===== src/rtl/pstprc_iq_framer_if.sv =====
// Frame output stream of the IQ framer: 32-bit words with valid/ready/last.
// The master side (framer) drives data/valid/last; the slave side returns ready.
interface pstprc_iq_framer_if;
    logic [31:0] frm_data_o;
    logic        frm_valid_o;
    logic        frm_last_o;
    logic        frm_ready_i;

    modport master (
        output frm_data_o,
        output frm_valid_o,
        output frm_last_o,
        input  frm_ready_i
    );

    modport slave (
        input  frm_data_o,
        input  frm_valid_o,
        input  frm_last_o,
        output frm_ready_i
    );
endinterface


===== src/rtl/pstprc_iq_framer.sv =====
// pstprc_iq_framer
// Buffers the 64-bit IQ results written by the demodulation segment and, on
// Pstprc_finish, streams them out as one frame: header, then I/Q word pairs,
// then an optional XOR checksum word.
// Optional feature: define IQ_CHKSUM_EN to append the checksum word (CHK state).
module pstprc_iq_framer #(
    parameter int          FIFO_DEPTH = 16,
    parameter logic [15:0] FRAME_HDR  = 16'hEB90
) (
    input  logic                      clk,
    input  logic                      rst,
    input  logic                      pstprc_num_en,
    input  logic [3:0]                Pstprc_num,
    input  logic                      pstprc_fifo_wren,
    input  logic [63:0]               pstprc_IQ_seq_o,
    input  logic                      Pstprc_finish,
    input  logic                      err_clr,
    pstprc_iq_framer_if.master        frm,
    output logic                      frm_busy_o,
    output logic [1:0]                err_o
);

    localparam int AW = $clog2(FIFO_DEPTH);
    localparam logic [AW:0] PTR_ONE = 1;

    typedef struct packed {
        logic [31:0] i;
        logic [31:0] q;
    } iq_t;

    typedef enum logic [2:0] {
        COLLECT = 3'd0,
        HDR     = 3'd1,
        DAT_I   = 3'd2,
        DAT_Q   = 3'd3
`ifdef IQ_CHKSUM_EN
        , CHK   = 3'd4
`endif
    } state_t;

    state_t      state, state_nxt;
    iq_t         mem [FIFO_DEPTH];
    iq_t         head;
    logic [AW:0] wr_ptr, rd_ptr;
    logic [4:0]  rcv_cnt, rcv_cnt_nxt;
    logic [7:0]  seq;
    logic [3:0]  exp_num;
    logic        mism_q;
    logic        full, last_entry, in_collect;
    logic        push, pop, accept, frame_end;
    logic [1:0]  err_set;
    logic [31:0] data_w;
    logic        valid_w, last_w;
`ifdef IQ_CHKSUM_EN
    logic [31:0] chk_acc;
`endif

    assign in_collect  = (state == COLLECT);
    assign full        = (wr_ptr[AW] != rd_ptr[AW]) && (wr_ptr[AW-1:0] == rd_ptr[AW-1:0]);
    assign last_entry  = ((rd_ptr + PTR_ONE) == wr_ptr);
    assign head        = mem[rd_ptr[AW-1:0]];
    assign push        = pstprc_fifo_wren && in_collect && !full;
    assign accept      = valid_w && frm.frm_ready_i;
    assign pop         = accept && (state == DAT_Q);
    assign frame_end   = accept && last_w;
    assign rcv_cnt_nxt = rcv_cnt + {4'd0, push};

    // Words arriving outside COLLECT or into a full FIFO are lost; a finish
    // pulse arriving mid-frame is lost.
    assign err_set[0]  = pstprc_fifo_wren && (!in_collect || full);
    assign err_set[1]  = Pstprc_finish && !in_collect;

    assign frm.frm_data_o  = data_w;
    assign frm.frm_valid_o = valid_w;
    assign frm.frm_last_o  = last_w;
    assign frm_busy_o      = !in_collect;

    // State register
    always_ff @(posedge clk or posedge rst) begin
        if (rst) state <= COLLECT;
        else     state <= state_nxt;
    end

    // Next state and frame word mux; outputs depend only on registered state,
    // so they stay stable while the downstream stalls.
    always_comb begin
        state_nxt = state;
        valid_w   = 1'b0;
        last_w    = 1'b0;
        data_w    = '0;
        case (state)
            COLLECT: begin
                if (Pstprc_finish) state_nxt = HDR;
            end
            HDR: begin
                valid_w = 1'b1;
                data_w  = {FRAME_HDR, seq, mism_q, 2'b00, rcv_cnt};
`ifdef IQ_CHKSUM_EN
                if (accept) state_nxt = (rcv_cnt == 5'd0) ? CHK : DAT_I;
`else
                last_w  = (rcv_cnt == 5'd0);
                if (accept) state_nxt = (rcv_cnt == 5'd0) ? COLLECT : DAT_I;
`endif
            end
            DAT_I: begin
                valid_w = 1'b1;
                data_w  = head.i;
                if (accept) state_nxt = DAT_Q;
            end
            DAT_Q: begin
                valid_w = 1'b1;
                data_w  = head.q;
`ifdef IQ_CHKSUM_EN
                if (accept) state_nxt = last_entry ? CHK : DAT_I;
`else
                last_w  = last_entry;
                if (accept) state_nxt = last_entry ? COLLECT : DAT_I;
`endif
            end
`ifdef IQ_CHKSUM_EN
            CHK: begin
                valid_w = 1'b1;
                last_w  = 1'b1;
                data_w  = chk_acc;
                if (accept) state_nxt = COLLECT;
            end
`endif
            default: state_nxt = COLLECT;
        endcase
    end

    // FIFO storage; contents need no reset since pointers qualify them
    always_ff @(posedge clk) begin
        if (push) mem[wr_ptr[AW-1:0]] <= iq_t'(pstprc_IQ_seq_o);
    end

    // FIFO pointers
    always_ff @(posedge clk or posedge rst) begin
        if (rst) begin
            wr_ptr <= '0;
            rd_ptr <= '0;
        end else begin
            if (push) wr_ptr <= wr_ptr + PTR_ONE;
            if (pop)  rd_ptr <= rd_ptr + PTR_ONE;
        end
    end

    // Expected result count
    always_ff @(posedge clk or posedge rst) begin
        if (rst)                exp_num <= '0;
        else if (pstprc_num_en) exp_num <= Pstprc_num;
    end

    // Received count and frame sequence number; mismatch flag is frozen at
    // finish so a later exp_num update cannot disturb a stalled header.
    always_ff @(posedge clk or posedge rst) begin
        if (rst) begin
            rcv_cnt <= '0;
            seq     <= '0;
            mism_q  <= 1'b0;
        end else begin
            if (frame_end) begin
                rcv_cnt <= '0;
                seq     <= seq + 8'd1;
            end else begin
                rcv_cnt <= rcv_cnt_nxt;
            end
            if (in_collect && Pstprc_finish) mism_q <= (rcv_cnt_nxt != {1'b0, exp_num});
        end
    end

    // Sticky error flags; a new event in the clear cycle survives the clear
    always_ff @(posedge clk or posedge rst) begin
        if (rst) err_o <= '0;
        else     err_o <= (err_o & ~{2{err_clr}}) | err_set;
    end

`ifdef IQ_CHKSUM_EN
    // Running XOR of every accepted word of the current frame
    always_ff @(posedge clk or posedge rst) begin
        if (rst)            chk_acc <= '0;
        else if (frame_end) chk_acc <= '0;
        else if (accept)    chk_acc <= chk_acc ^ data_w;
    end
`endif

endmodule


===== src/flat_wrapper.sv =====
// flat-port wrapper written by rule: the top's interface ports become plain ports
module pstprc_iq_framer_flat 
#(
    parameter int          FIFO_DEPTH = 16,
    parameter logic [15:0] FRAME_HDR  = 16'hEB90
)
  (clk, rst, pstprc_num_en, Pstprc_num, pstprc_fifo_wren, pstprc_IQ_seq_o, Pstprc_finish, err_clr, frm_busy_o, err_o, frm_frm_data_o, frm_frm_valid_o, frm_frm_last_o, frm_frm_ready_i);
  pstprc_iq_framer_if frm_i ();
  input  logic clk;
  input  logic rst;
  input  logic pstprc_num_en;
  input  logic [3:0] Pstprc_num;
  input  logic pstprc_fifo_wren;
  input  logic [63:0] pstprc_IQ_seq_o;
  input  logic Pstprc_finish;
  input  logic err_clr;
  output logic frm_busy_o;
  output logic [1:0] err_o;
  output wire logic [$bits(frm_i.frm_data_o)-1:0] frm_frm_data_o;
  output wire logic [$bits(frm_i.frm_valid_o)-1:0] frm_frm_valid_o;
  output wire logic [$bits(frm_i.frm_last_o)-1:0] frm_frm_last_o;
  input wire logic [$bits(frm_i.frm_ready_i)-1:0] frm_frm_ready_i;
  assign frm_frm_data_o = frm_i.frm_data_o;
  assign frm_frm_valid_o = frm_i.frm_valid_o;
  assign frm_frm_last_o = frm_i.frm_last_o;
  assign frm_i.frm_ready_i = frm_frm_ready_i;
  pstprc_iq_framer #(.FIFO_DEPTH(FIFO_DEPTH), .FRAME_HDR(FRAME_HDR)) u_core (.clk(clk), .rst(rst), .pstprc_num_en(pstprc_num_en), .Pstprc_num(Pstprc_num), .pstprc_fifo_wren(pstprc_fifo_wren), .pstprc_IQ_seq_o(pstprc_IQ_seq_o), .Pstprc_finish(Pstprc_finish), .err_clr(err_clr), .frm(frm_i), .frm_busy_o(frm_busy_o), .err_o(err_o));
endmodule

===== config.mk =====
export PLATFORM = sky130hd
export DESIGN_NAME = pstprc_iq_framer_flat
export DESIGN_NICKNAME = d
export VERILOG_FILES = /design/src/rtl/pstprc_iq_framer_if.sv /design/src/rtl/pstprc_iq_framer.sv /design/src/flat_wrapper.sv
export SDC_FILE = /design/constraint.sdc
export NUM_CORES = 1
export LEC_CHECK = 0
export BUFFER_PORTS_ARGS = -buffer_cell sky130_fd_sc_hd__buf_2
export CAP_MARGIN = 20
export CORE_ASPECT_RATIO = 1.4
export CORE_MARGIN = 1
export CORE_UTILIZATION = 55
export DETAILED_ROUTE_END_ITERATION = 8
export HOLD_SLACK_MARGIN = 0.03
export PLACE_DENSITY = 0.72
export SLEW_MARGIN = 5
export SYNTH_ARGS = -nofsm -noshare
export SYNTH_HDL_FRONTEND = slang
export SYNTH_SLANG_ARGS = --single-unit

===== constraint.sdc =====
create_clock -name clk -period 8.5 [get_ports clk]
set_input_delay 0.425 -clock clk [delete_from_list [all_inputs] [get_ports clk]]
set_output_delay 0.425 -clock clk [all_outputs]
set_load 0.01 [all_outputs]

== After elaboration in Yosys (flattened, before gate mapping) ==
Memories as Yosys holds them, arrays and structs flattened.
Index checks and enable logic that the tools add are counted.
Word-level totals
  bits in registers: 33
  RAM bits: 1024
  output and inout port bits: 37
  memories kept: 1
Memories
  u_core.mem: words 16, bits a word 64, rd ports 1, clocked after memory_dff 0, wr ports 1, RTL line pstprc_iq_framer.sv:42  | iq_t mem [FIFO_DEPTH];
Cells by class
  $add $sub $neg: 4
  eq/ne operators: 11
  mux-type cells: 13
  bitwise gates (word level): 3
  reductions and logical operators: 16
Operators with widths (count)
  $pmux 32 s3: 1
  $mux 3: 4
  $pmux 3 s4: 1
  $add 5x1->5 const B: 2
  $logic_and 1x1->1: 9
  $add 8x1->8 const B: 1
  $eq 3x2->1 const B: 2
  $ne 2x1->1 const B: 3
  $add 5x1->5: 1
  $eq 5x5->1: 1
  $logic_not 5->1: 1
  $mux 5: 1
  $ne 5x4->1: 1
  $eq 4x4->1: 1
  $mux 2: 2
  $reduce_and 4->1: 1
  $eq 3x1->1 const B: 1
  $logic_not 3->1: 1
  $mux 1: 3
  $reduce_or 3->1: 1
  $and 2x2->2: 1
  $logic_not 1->1: 2
  $ne 2x2->1 const B: 1
  $not 2->2: 1
  other kinds (4): 4

== Longest topological paths before layout ==
Gate-level depths: netlist of run 1.
  word-level depth: 6
  mapped depth: 13
  depth with buffers taken out: 10

== Worst setup path after synthesis of run 1 ==
Ideal clock, no wire load.
  path type: register to register
  from: register u_core.rd_ptr[0]
  to: memory u_core.mem[0][0] (netlist bit) (enable)
  setup time: 0.565 ns
  data arrival time: 5.747 ns
  required time: 7.935 ns
  path slack: 2.188 ns
  stages on the path, launching flop included: 9
  buffers on the path: 3
  period minus slack after synthesis: 6.312 ns
  path through: dfrtp_1 buf_6 buf_4 xnor2_1 nand4_1 o211a_1 clkbuf_1 nand2_1 nor3_1
Between the ends
  cells in the longest elaborated chain, start to end: 6
RTL lines
  start: declaration: RTL line pstprc_iq_framer.sv:44  | logic [AW:0] wr_ptr, rd_ptr;
  start signal: assignment: RTL line pstprc_iq_framer.sv:144  | if (pop) rd_ptr <= rd_ptr + PTR_ONE;
  $eq 4x4->1: RTL line pstprc_iq_framer.sv:59  | assign full = (wr_ptr[AW] != rd_ptr[AW]) && (wr_ptr[AW-1:0] == rd_ptr[AW-1:0]);
  $logic_and 1x1->1: RTL line pstprc_iq_framer.sv:59
  $logic_not 1->1: RTL line pstprc_iq_framer.sv:62  | assign push = pstprc_fifo_wren && in_collect && !full;
  $logic_and 1x1->1: RTL line pstprc_iq_framer.sv:62
  via u_core.push: RTL line pstprc_iq_framer.sv:50  | logic push, pop, accept, frame_end;
  $mux 1: RTL line pstprc_iq_framer.sv:134  | if (push) mem[wr_ptr[AW-1:0]] <= iq_t'(pstprc_IQ_seq_o);
  $mux 1 (not written as such): RTL line pstprc_iq_framer.sv:134
  end: declaration: RTL line pstprc_iq_framer.sv:42
The timed path passes the listed nets, and every way through them passes these cells.

== Worst setup path after layout of run 1 ==
  from: register u_core.rd_ptr[0]
  to: output frm_frm_data_o[0]
Between the ends
  cells in the longest elaborated chain, start to end: 2
RTL lines
  $mem_v2 16x64
  $pmux 32 s3: RTL line pstprc_iq_framer.sv:91  | case (state)
  end: declaration: RTL line flat_wrapper.sv:19  | output wire logic [$bits(frm_i.frm_data_o)-1:0] frm_frm_data_o;
Every way passes these cells.

==> results of run 1 <==
timing repair:
item / in CTS / in global routing
resized for setup: 0 / 0
endpoints found under the hold margin: 38 / 0
hold buffers: 9 / 0
power groups by stage:
stage	Combinational, W	Sequential (W)	Clock (W)
final	0.00386	0.00601	0.00422
after global routing	0.00410	0.00603	0.00445
after CTS	0.00389	0.00601	0.00428
after detailed placement	0.00388	0.00613	0
after global placement	0.00383	0.00612	0
after floorplan	0.00291	0.00594	0
area by class of cell:
type | instances | area (um^2)
flip-flops and latches | 1056 | 31600
multi-input cells | 666 | 8920
clock buffers | 106 | 2460
diodes | 5 | 12.5
fillers | 4979 | 28100
clock inverters | 70 | 594
repair buffers | 155 | 933
well taps | 960 | 1200
inverters | 8 | 30.0
sequential cells by signal, indices dropped and copies added, names as in the netlist:
name / count
u_core.err_o: 2
u_core.exp_num: 4
u_core.mem: 1024
u_core.mism_q: 1
u_core.rcv_cnt: 5
u_core.rd_ptr: 5
u_core.seq: 8
u_core.state: 2
u_core.wr_ptr: 5
through the flow:
stage                     std cells  utilization [%]
after global placement         2836             57.7
after CTS                      3021             61.9
after floorplan                1830                -
after global routing           3023             61.9
final                          3026             61.9
after detailed placement       2836             57.7
routing by layer:
layer  GRT usage, %  share of wire, %  vias up  wire [um]
met5              0              0.14        -        126
met4           8.47               2.8       20       2550
met3           5.44               8.2      170       7510
met2           39.7                50      874      45400
met1           33.6                39    10300      35600
li1               -                 -     8039          -
cells in the mapped netlist (all sizes together), types with 2 or more instances:
| library cell | n | area (um^2) |
|---|---|---|
| edfxtp | 1024 | 30700 |
| mux4 | 258 | 5810 |
| mux2i | 87 | 871 |
| buf | 78 | 412 |
| a21oi | 38 | 194 |
| nor2b | 37 | 231 |
| dfrtp | 32 | 801 |
| a211oi | 28 | 210 |
| nand2 | 23 | 86.3 |
| and3 | 22 | 138 |
| clkbuf | 22 | 82.6 |
| o22ai | 19 | 119 |
| nor2 | 18 | 67.6 |
| xor2 | 15 | 131 |
| xnor2 | 14 | 123 |
| a22oi | 13 | 97.6 |
| a221o | 12 | 120 |
| nand3 | 12 | 60.1 |
| mux2 | 9 | 101 |
| ha | 8 | 100 |
| inv | 8 | 30.0 |
| o22a | 8 | 70.1 |
| nand4 | 7 | 43.8 |
| nor3 | 6 | 30.0 |
| o21ai | 6 | 30.0 |
| nand2b | 5 | 31.3 |
| and2 | 4 | 25.0 |
| a22o | 3 | 26.3 |
| nand3b | 2 | 15.0 |
cell families after synthesis:
kind of cell	count (synthesis)	synth area share (%)
xor gates and xnor gates	29	0.621
muxes	354	16.6
DFF	1056	77.1
AOI/OAI and AO/OA	135	2.31
buffers and inverters	108	1.28
and+or+nand+nor	140	1.85
adders and majority gates	8	0.245
critical path, stage by stage (launching register included):
cell and delay, ns:
dfrtp_4 0.81, buf_4 0.73, buf_4 0.64, mux4_2 0.59, mux2i_1 0.15, o22ai_1 0.17, a221o_1 0.34, buf_2 0.16
worst paths after layout:
check,endpoint
max,frm_frm_data_o[0]
min,u_core.err_o[1]$_DFF_PP0_
max reg2reg,u_core.mem[9][29]$_DFFE_PP_
min reg2reg,u_core.wr_ptr[4]$_DFFE_PP0P_
max in group asynchronous,u_core.rd_ptr[2]$_DFFE_PP0P_
min in group asynchronous,u_core.rcv_cnt[3]$_DFF_PP0_
==> flow_metrics.tcl, run 1 <==
set metrics [dict create \
    ir_worst_vdd_mv 0.254 \
    grt_pass1_wl_mm 133 \
    port_buffers 111 \
    drive_above_1_share_pct 28.3 \
    dr.pass1.iters 5 \
    grt_usage_pct 24.7 \
    critPathLaunchType "flip-flop" \
    arrival_ns 4.27 \
    reg2reg_depth 5 \
    finalPower_w 0.0141 \
    finalClockSkew_ns 0.0234 \
    die_y_um 325 \
    drv_cap 0 \
    ys_seq_area_share_pct 77.1 \
    finalWorstSetupSlack_ns 3.81 \
    r2r_start "u_core.rd_ptr[1]$_DFFE_PP0P_" \
    yosys_warnings 0 \
    layout_commonest_cell "edfxtp_1" \
    final_area_mm2 0.0457 \
    hp-start "Pstprc_finish" \
    ys_ff_latch 1056 \
    area_growth_pct 11.7 \
    clock.fmax_mhz 213 \
    die_w_um 233 \
    power.density_mw_per_mm2 308 \
    drc 0 \
    row_count 118 \
    rsz0062_at_grt "no" \
    setup_viol 0 \
    regToRegSetupSlack_ns 4.59 \
    grt_antenna_before_repair 17 \
    crit_path_end_kind "output port" \
    slew_headroom_pct 27.8 \
    ys_async_sr_fraction_pct 3.03 \
    post_drt_wl_per_cell_um 30.1 \
    p_switching_w 0.00413 \
    power.share.clock_pct 29.9 \
    cts_inserted_buffers 94 \
    overflow 0 \
    ys_types 46 \
    place_congestion 0.798 \
    synth_edf_count 1024 \
    swShare_pct 29.3 \
    h-tree-depth 3 \
    vias_per_cell 6.42 \
    p_comb_share_pct 27.4 \
    netlist_area_mm2 0.0409 \
    start_util_pct 55.4 \
    tns_ns 0 \
    fin_crit_ns 4.69 \
    criticalPathCategory "flip-flop to output port" \
    wl_mm 91.2 \
    synth_ff_type "edfxtp_1" \
    finalHoldViolations 0 \
    outcome "completed" \
    whs_ns 0.0730 \
    syn_nets 1913 \
    tightest_slew_ns 1.08 \
    cts.sinks 1056 \
    design.core.area_mm2 0.0738 \
    finalNetCount 2064 \
    ant_nets 0 \
    ios 112 \
    finalCritPeriodShare_pct 55.2 \
    clk_pin_slew_ns 0.07 \
    root_buffer "clkbuf_16" \
    grt_start_max_net_pins 131 \
    clock_latency_ns 0.66 \
    syn_inst 1830 \
    layout_common_cells "edfxtp_1, mux4_2, buf_2, clkbuf_16, mux2i_1" \
    via_count 19400 \
    place_area_mm2 0.0426 \
    slew_violations 0 \
    hpwl_mm 47.0 \
    drt_first_iter_violations 2190 \
    p_leak_nw 14.7 \
    critPathMaxFanout 40 \
    worstPathRequired_ns 8.08 \
    cts_tree "done" \
    fp.dieArea_mm2 0.0755 \
    grt_pass1_vias 20000 \
    intPower_w 0.00996 \
    syn_area_per_cell_um2 22.4 \
    hold_class "input pin to flip-flop" \
    clock_path_buffers 3 \
    pwr-share-seq_pct 42.7 \
    critical_path.startpoint "u_core.rd_ptr[0]$_DFFE_PP0P_" \
    whs_path_depth 2 \
    place_ws_ns 4.34 \
    cts_setup_buffers 0 \
]
No activity file was read; power rests on OpenSTA's default activity.
==> run 2: changes to the inputs <==
--- a/config.mk
+++ b/config.mk
@@ -5,6 +5,7 @@
 export SDC_FILE = /design/constraint.sdc
 export NUM_CORES = 1
 export LEC_CHECK = 0
+export ABC_AREA = 1
 export BUFFER_PORTS_ARGS = -buffer_cell sky130_fd_sc_hd__buf_2
 export CAP_MARGIN = 20
 export CORE_ASPECT_RATIO = 1.4
@@ -12,7 +13,7 @@
 export CORE_UTILIZATION = 55
 export DETAILED_ROUTE_END_ITERATION = 8
 export HOLD_SLACK_MARGIN = 0.03
-export PLACE_DENSITY = 0.72
+export PLACE_DENSITY = 0.74
 export SLEW_MARGIN = 5
 export SYNTH_ARGS = -nofsm -noshare
 export SYNTH_HDL_FRONTEND = slang
==> constraint.sdc (replaced) <==
create_clock -name clk -period 3.9 [get_ports clk]
set_input_delay 0.195 -clock clk [delete_from_list [all_inputs] [get_ports clk]]
set_output_delay 0.195 -clock clk [all_outputs]
set_load 0.01 [all_outputs]
==> flow_metrics.tcl, run 2 <==
set metrics [dict create \
    p_leak_nw 19.6 \
    slew_headroom_pct 11.0 \
    synth_ff_type "edfxtp_1" \
    synth_commonest_cells "nand2_1, edfxtp_1, nor2_1" \
    fin_crit_ns 3.62 \
    p_comb_share_pct 35.3 \
    ys_top_cells_by_area "edfxtp_1, nand2_1, nand3_1" \
    grt_pass1_vias 29000 \
    crit_path_cell_trace "buf_12, o21ai_0, o211ai_1, nand3_1, nand2_1, nand2_1, nand2_1, buf_2" \
    rsz0062_at_grt "no" \
    finalClockSkew_ns 0.0260 \
    grt_antenna_before_repair 1 \
    ir_worst_vdd_mv 0.799 \
    worstPathRequired_ns 3.70 \
    ios 112 \
    cts_setup_buffers 0 \
    intPower_w 0.0215 \
    yosysMostFrequentCell "nand2_1" \
    overflow 0 \
    dr.pass1.iters 5 \
    crit_top_cell "nand2_1" \
    clk_pin_slew_ns 0.06 \
    power.density_mw_per_mm2 692 \
    netlist_area_mm2 0.0446 \
    drive_above_1_share_pct 8.00 \
    regArea_mm2 0.0316 \
    yosys_warnings 0 \
    h-tree-depth 3 \
    start_util_pct 55.5 \
    port_buffers 111 \
    clock.fmax_mhz 276 \
    largest_register_ffs 1024 \
    cts.sinks 1056 \
    pwr-share-seq_pct 37.2 \
    regToRegSetupSlack_ns 1.07 \
    cts_inserted_buffers 98 \
    crit_path_end_kind "output port" \
    drt_first_iter_violations 3546 \
    place_congestion 0.867 \
    fillers 6145 \
    layout_commonest_cell "nand2_1" \
    yosysTopAreaCell "edfxtp_1" \
    setup_viol 0 \
    via_count 30000 \
    finalHoldViolations 0 \
    synth_top_area_share_pct 69.0 \
    crit_slowest_cell "buf_12" \
    ant_nets 0 \
    ctsHoldBuffers 81 \
    grt_start_max_net_pins 233 \
    wl_mm 113 \
    row_count 123 \
    cts_tree "done" \
    ys_seq_area_share_pct 70.8 \
    ys_types 32 \
    post_drt_wl_per_cell_um 21.1 \
    finalCritPeriodShare_pct 92.8 \
    clock_path_buffers 3 \
    die_y_um 339 \
    hold_class "input pin to asynchronous set/reset pin" \
    fp.dieArea_mm2 0.0822 \
    syn_inst 4085 \
    outcome "completed" \
    vias_per_cell 5.59 \
    grt_pass1_wl_mm 170 \
    clock_latency_ns 0.69 \
    crit_path_max_incr_delay_ns 0.57 \
    tightest_slew_ns 1.34 \
    syn_nets 4168 \
    hpwl_mm 59.8 \
    arrival_ns 3.42 \
    p_switching_w 0.0132 \
    finalNetCount 4299 \
    slew_violations 0 \
    design.core.area_mm2 0.0803 \
    area_growth_pct 12.4 \
    syn_area_per_cell_um2 10.9 \
    grt_usage_pct 27.5 \
    power.share.clock_pct 27.4 \
    drc 0 \
    drv_cap 0 \
    swShare_pct 38.0 \
    root_buffer "clkbuf_16" \
    die_w_um 243 \
    synth_edf_count 1024 \
    layout_common_cells "nand2_1, edfxtp_1, nor2_1, nand3_1, inv_1" \
    fin_util_pct 62.3 \
    ys_async_sr_fraction_pct 3.03 \
    critPathMaxFanout 232 \
    multiInputGateArea_mm2 0.0105 \
    finalPower_w 0.0347 \
    cts_resized 0 \
    critPathLaunchType "flip-flop" \
    criticalPathCategory "flip-flop to output port" \
    ys_ff_latch 1056 \
]
==> run 2: cell types whose count changed in the layout (fill, tap and decap cells not counted), sizes merged, moves of 72 or more <==
cell and change:
mux2i -87, inv +368, nand2 +1151, dlygate4sd3 +72, nor2 +483, mux4 -258
o21ai +246, nand3 +401
==> run 2: logic make-up (layout without fill, tap and decap cells) <==
kind of cell | after synthesis | in the layout | share of synthesized area, %
AO/OA/AOI/OAI | 313 | 313 | 3.78
adder cells (fa/ha/maj) | 8 | 8 | 0.225
buffers and inverters | 593 | 806 | 5.89
other | 0 | 1 | 0
XOR/XNOR | 21 | 21 | 0.413
AND/OR/NAND/NOR | 2092 | 2092 | 18.8
multiplexers | 2 | 2 | 0.0505
flip-flops | 1056 | 1056 | 70.8
==> run 2: per-layer routing <==
layer,vias up,wire length (um),GRT usage [%]
met2,1358,56700,46.6
met4,2,5720,14.5
li1,13900,-,-
met3,272,8050,2.94
met5,-,13,0
met1,14500,42600,34.8
==> run 2: worst paths after layout <==
kind | startpoint | endpoint | cells after the start
max reg2reg | u_core.rd_ptr[0]$_DFFE_PP0P_ | u_core.mem[5][22]$_DFFE_PP_ | 9
max | u_core.rd_ptr[0]$_DFFE_PP0P_ | frm_frm_data_o[22] | 8
min | rst | u_core.seq[7]$_DFFE_PP0P_ | 3
max in group asynchronous | rst | u_core.rd_ptr[1]$_DFFE_PP0P_ | 4
min reg2reg | u_core.seq[7]$_DFFE_PP0P_ | u_core.seq[7]$_DFFE_PP0P_ | 2
min in group clk | err_clr | u_core.err_o[0]$_DFF_PP0_ | 3
==> run 2: area by class of cell <==
type,count,share of cell area (%)
Clock buffer,124,5.18
Sequential cell,1056,63.0
Clock inverter,58,1.15
Antenna cell,1,0.00500
Timing Repair Buffer,250,4.12
Tap cell,1062,2.65
Inverter,374,2.86
Multi-Input combinational cell,2436,21.0
==> run 2: critical path, delay by kind of cell (launching register included) <==
| family | cells | cell delay, ns |
|---|---|---|
| AO/OA/AOI/OAI | 2 | 0.49 |
| buffers and inverters | 2 | 0.70 |
| flip-flops | 1 | 0.54 |
| AND/OR/NAND/NOR | 4 | 0.58 |
==> run 2: metrics by stage <==
stage | cell area (um^2) | setup TNS (ns) | std cells | setup WS (ns) | hold slack [ns]
after floorplan | 44600 | -517.42 | 4085 | -0.558 | 0.291
after global placement | 46100 | 0 | 5097 | 1.14 | 0.327
after detailed placement | 46100 | 0 | 5097 | 1.09 | 0.335
after CTS | 50100 | 0 | 5360 | 0.393 | 0.162
after global routing | 50100 | 0 | 5360 | 0.218 | 0.264
final | 50100 | 0 | 5361 | 0.280 | 0.182
==> run 2: power by group through the flow <==
stage	clock network, W	logic [W]	registers, W
floorplan	0	0.00826	0.0130
global placement	0	0.0118	0.0131
detailed placement	0	0.0120	0.0131
CTS	0.00957	0.0121	0.0129
global route	0.00997	0.0134	0.0129
finish	0.00950	0.0123	0.0129
